## config.mk

```make
export PLATFORM = sky130hd
export DESIGN_NAME = obstacle_spawner
export DESIGN_NICKNAME = d
export VERILOG_FILES = /design/src/rtl/obstacle_spawner.sv
export SDC_FILE = /design/constraint.sdc
export NUM_CORES = 1
export LEC_CHECK = 0
export CORE_MARGIN = 2
export CORE_UTILIZATION = 40
export CTS_CLUSTER_DIAMETER = 200
export DETAILED_ROUTE_END_ITERATION = 8
export DONT_BUFFER_PORTS = 1
export SLEW_MARGIN = 0
export SYNTH_ARGS = -nofsm -noshare
export SYNTH_HDL_FRONTEND = slang
export SYNTH_SLANG_ARGS = --single-unit
```

## constraint.sdc

```tcl
create_clock -name clk_i -period 2 [get_ports clk_i]
set_input_delay 0.2 -clock clk_i [delete_from_list [all_inputs] [get_ports clk_i]]
set_output_delay 0.2 -clock clk_i [all_outputs]
set_load 0.005 [all_outputs]
```

## src/rtl/obstacle_spawner.sv

```systemverilog
// -----------------------------------------------------------------------------
// obstacle_spawner
//
// Paces obstacle spawn requests for the runner game. After the game starts it
// waits FIRST_GAP frames, then raises a spawn request carrying a random sprite
// select. Once the request is taken it waits a random gap of
// MIN_GAP .. MIN_GAP + 2^GAP_BITS - 1 frames before requesting again.
//
// Handshake: spawn_o is the "valid" side and is held, together with a stable
// rand_o, until it is accepted. The "ready" side is next_frame_i = 1 with
// cactus_active_i = 0. Acceptance is next_frame_i & spawn_o & ~cactus_active_i
// in one cycle; the request drops on the following cycle.
//
// Ports:
//   clk_i            system clock
//   rst_i            synchronous reset, active-high
//   next_frame_i     one-cycle frame tick
//   game_run_i       1 = game running, 0 = halt spawning (returns to IDLE)
//   cactus_active_i  downstream obstacle still on screen (backpressure)
//   spawn_o          registered spawn request
//   rand_o           registered sprite select, valid while spawn_o = 1
//   spawn_count_o    registered count of accepted spawns, saturates at 255
//   dbg_state_o      current FSM state, for observation only
//   dbg_lfsr_o       current LFSR value, for observation only
// -----------------------------------------------------------------------------
module obstacle_spawner #(
    parameter int unsigned FIRST_GAP = 30,
    parameter int unsigned MIN_GAP   = 20,
    parameter int unsigned GAP_BITS  = 5,
    parameter logic [15:0] LFSR_SEED = 16'hACE1
) (
    input  logic        clk_i,
    input  logic        rst_i,
    input  logic        next_frame_i,
    input  logic        game_run_i,
    input  logic        cactus_active_i,
    output logic        spawn_o,
    output logic [1:0]  rand_o,
    output logic [7:0]  spawn_count_o,
    output logic [1:0]  dbg_state_o,
    output logic [15:0] dbg_lfsr_o
);

    typedef enum logic [1:0] {
        IDLE = 2'd0,
        WAIT = 2'd1,
        ARM  = 2'd2
    } state_e;

    localparam logic [7:0] FIRST_GAP_B = 8'(FIRST_GAP);
    localparam logic [7:0] MIN_GAP_B   = 8'(MIN_GAP);

    state_e      state_q, state_d;
    logic [7:0]  gap_q, gap_d;
    logic        spawn_q, spawn_d;
    logic [1:0]  rand_q, rand_d;
    logic [7:0]  count_q, count_d;
    logic [15:0] lfsr_q, lfsr_d;
    logic        lfsr_fb;
    logic [7:0]  rand_gap;
    logic        accept;

    // Fibonacci LFSR for x^16 + x^14 + x^13 + x^11 + 1, shifting left.
    // The all-zero lock-up state is unreachable from a nonzero seed, but is
    // still recovered from explicitly.
    assign lfsr_fb = lfsr_q[15] ^ lfsr_q[13] ^ lfsr_q[12] ^ lfsr_q[10];
    assign lfsr_d  = (lfsr_q == 16'h0000) ? LFSR_SEED : {lfsr_q[14:0], lfsr_fb};

    // Random gap after acceptance; the parameter range keeps it within 8 bits.
    assign rand_gap = MIN_GAP_B + 8'(lfsr_q[GAP_BITS-1:0]);

    assign accept = next_frame_i && spawn_q && !cactus_active_i;

    always_comb begin
        state_d = state_q;
        gap_d   = gap_q;
        spawn_d = spawn_q;
        rand_d  = rand_q;
        count_d = count_q;

        // Halting outranks any frame event in the same cycle.
        if (!game_run_i) begin
            state_d = IDLE;
            spawn_d = 1'b0;
        end else begin
            unique case (state_q)
                IDLE: begin
                    state_d = WAIT;
                    gap_d   = FIRST_GAP_B;
                    spawn_d = 1'b0;
                end
                WAIT: begin
                    if (next_frame_i) begin
                        if (gap_q == 8'd0) begin
                            state_d = ARM;
                            spawn_d = 1'b1;
                            rand_d  = lfsr_q[1:0];
                        end else begin
                            gap_d = gap_q - 8'd1;
                        end
                    end
                end
                ARM: begin
                    // Without acceptance everything holds, which covers both
                    // idle cycles and backpressured frame ticks.
                    if (accept) begin
                        state_d = WAIT;
                        spawn_d = 1'b0;
                        gap_d   = rand_gap;
                        if (count_q != 8'hFF) begin
                            count_d = count_q + 8'd1;
                        end
                    end
                end
                default: begin
                    state_d = IDLE;
                    spawn_d = 1'b0;
                end
            endcase
        end
    end

    always_ff @(posedge clk_i) begin
        if (rst_i) begin
            state_q <= IDLE;
            gap_q   <= 8'd0;
            spawn_q <= 1'b0;
            rand_q  <= 2'b00;
            count_q <= 8'd0;
            lfsr_q  <= LFSR_SEED;
        end else begin
            state_q <= state_d;
            gap_q   <= gap_d;
            spawn_q <= spawn_d;
            rand_q  <= rand_d;
            count_q <= count_d;
            lfsr_q  <= lfsr_d;
        end
    end

    assign spawn_o       = spawn_q;
    assign rand_o        = rand_q;
    assign spawn_count_o = count_q;
    assign dbg_state_o   = state_q;
    assign dbg_lfsr_o    = lfsr_q;

endmodule
```

==> impl_metrics.yaml <==
outcome:
  status: "completed"
flow_run:
  cap_viol_max_count: 0
die:
  die_y_um: 70.1
  dieWidth_um: 70.1
  start_util_pct: 40.7
  core_area_sq_um: 4290
  rows: 24
  fp.dieArea_sq_um: 4920
  ioPinCount: 34
timing:
  max_freq_ghz: 0.530
  period_share_pct: 94.4
  finalHoldViolations: 0
  fin_setup_tns_ns: 0
  drv_slew: 0
  rsz0062_at_grt: "no"
  slew_headroom_pct: 49.2
  clock_skew_ns: 0.00465
  fin_crit_ns: 1.89
  setup_viol: 0
  worst_slew_pin_slew_ns: 0.760
cells_and_area:
  nets: 221
  drive_gt1_share_pct: 12.0
  diodes: 0
  syn2layout_area_growth_pct: 13.9
  utilization_pct: 46.4
  stdcell_count: 260
min_path:
  holdCritPathClass: "input port to register"
placed_design:
  dp_cells: 250
  hpwl_mm: 2.83
  gp_congestion: 0.761
  io_buffers: 0
logic_synthesis:
  synth-seq-cells: 36
  async_reset_ff_share_pct: 0
  synth_compound_area_share_pct: 18.7
  synth_nets: 212
  synth-edff-count: 0
  synth_top_family_by_area: "simple AND/OR/NAND/NOR gates"
  synth_top_area_share_pct: 41.2
  synthMostInstantiatedCell: "dfxtp_1"
  muxShareOfSynthArea_pct: 1.79
  syn_avg_cell_area_sq_um: 8.83
  synth_cell_types: 45
  synth-adder-area-share_pct: 6.44
  synth_common_cells: "dfxtp_1 (36), a21oi_1 (15), inv_1 (12)"
  netlist_instances: 198
  ys_top_cells_by_area: "dfxtp_1 (41%), ha_1 (6.4%), a21oi_1 (4.3%)"
  ys.warnings.count: 0
  synthSimpleGateAreaFrac_pct: 24.3
  ys.flop_type: "dfxtp_1"
  synth-seq-area-share_pct: 41.2
  synth_area_sq_um: 1750
  synth_top_area_cell: "dfxtp_1"
  synthXorXnorAreaFrac_pct: 2.50
clocking:
  clock_latency_ns: 0.29
  cts-root-buf: "clkbuf_8"
  clkTransAtPathRegs_ns: 0.08
  tritoncts: "yes"
  cts_sinks: 36
  cts_buffers: 5
  htreeDepth: 2
  clockBufferDepth: 2
global_routing:
  grt_pass1_vias: 1421
  overflow: 0
  track_usage_pct: 16.5
  antenna_found_initial: 0
  grt_max_degree: 20
  grt_pass1_wl_mm: 6.51
drt:
  vias_per_cell: 5.93
  drt_wl_total_mm: 4.06
  route.detailed.drc: 0
  vias: 1542
  drtIter0Drc: 74
  ant_nets: 0
  drtPass1Iterations: 4
  wl_per_cell_um: 15.6
setup_path:
  end_kind: "register"
  crit_buf_inv: 2
  crit_required_ns: 2.14
  cp_max_fo: 9
  cp_slowest_cell: "dfxtp_1"
  cp.arrival_ns: 2.02
  startpoint_type: "register"
  critPathKind: "register to register"
  cp_cell_sequence: "inv_1, ha_1, buf_4, a221o_1, nor2_1, a311oi_1"
  critPathTopFamily: "compound AO/OA/AOI/OAI gates"
  max_stage_delay_ns: 0.42
power:
  power.density_nw_per_um2: 817
  peakVddDrop_mv: 0.413
  power_w: 0.00163
  p_leak_nw: 0.712
## path summary, 6_finish.rpt
path / startpoint / slack, ns / cells past startpoint / endpoint
hold reg to reg: dbg_lfsr_o[14]$_SDFF_PP0_ / 0.51 / 1 / dbg_lfsr_o[15]$_SDFF_PP1_
setup reg to reg: dbg_state_o[0]$_SDFFE_PP0P_ / 0.11 / 6 / gap_q[3]$_SDFFE_PP0P_
setup / recovery: dbg_state_o[0]$_SDFFE_PP0P_ / 0.11 / 6 / gap_q[3]$_SDFFE_PP0P_
hold / removal: rst_i / 0.02 / 1 / spawn_count_o[2]$_SDFFE_PP0P_
## cells by family after synthesis
family	after synthesis
AOI/OAI and AO/OA	49
xor gates and xnor gates	5
adders and majority gates	9
buffers and inverters	22
DFF	36
muxes	3
and+or+nand+nor	74
## state kept, by name, indices dropped and copies added, names as in the netlist
name and count:
spawn_count_o 8, gap_q 8, dbg_lfsr_o 16, rand_o 2
dbg_state_o 2
## through the flow
step                hold slack [ns]  setup slack [ns]  area, sq um
floorplan                     0.458            0.0190         1750
global placement              0.273            0.0874         1850
detailed placement            0.273            0.0622         1850
CTS                         0.00197            0.0369         1970
global route                0.00964           0.00491         1990
finish                       0.0167             0.112         1990
## cells in the final DEF (no fill, tap or decap), types with 4 or more instances in the layout
cell,n
inv_1,12
nor2_1,8
dfxtp_1,35
and2_1,4
clkbuf_8,5
buf_4,10
ha_1,9
nor3_1,5
or4_1,4
nand4_1,4
o21ai_0,9
nor4_1,6
nand2b_1,8
a21oi_1,15
nand2_1,10
nand3_1,5
nor2b_1,8
## layer usage
layer | part of all wire (%) | global-route usage (%)
met1 | 41 | 19.8
met2 | 51 | 26.5
met3 | 7.5 | 5.63
met4 | 0.59 | 7.91
met5 | 0 | 0
## report_power, final
| group | total, W | internal, W | switching [W] |
|---|---|---|---|
| sequential | 0.000794 | 0.000751 | 0.0000426 |
| clock | 0.000654 | 0.000375 | 0.000279 |
| combinational | 0.000180 | 0.0000850 | 0.0000954 |
## final cells by class
class                   count  area [sq um]
well taps                  52          65.1
clock buffers               5          68.8
repair buffers             12          95.1
flip-flops and latches     36           722
inverters                  12          45.0
clock inverters             3          46.3
multi-input cells         140           951
fillers                   415          2300
## repair_timing
action                     in CTS  in global routing
buffers inserted                0                  0
hold endpoints to repair       19                  1
setup endpoints to repair       0                  7
gates resized for setup         0                  3
hold buffers                    1                  1
Power figures use the tool's default switching activity.
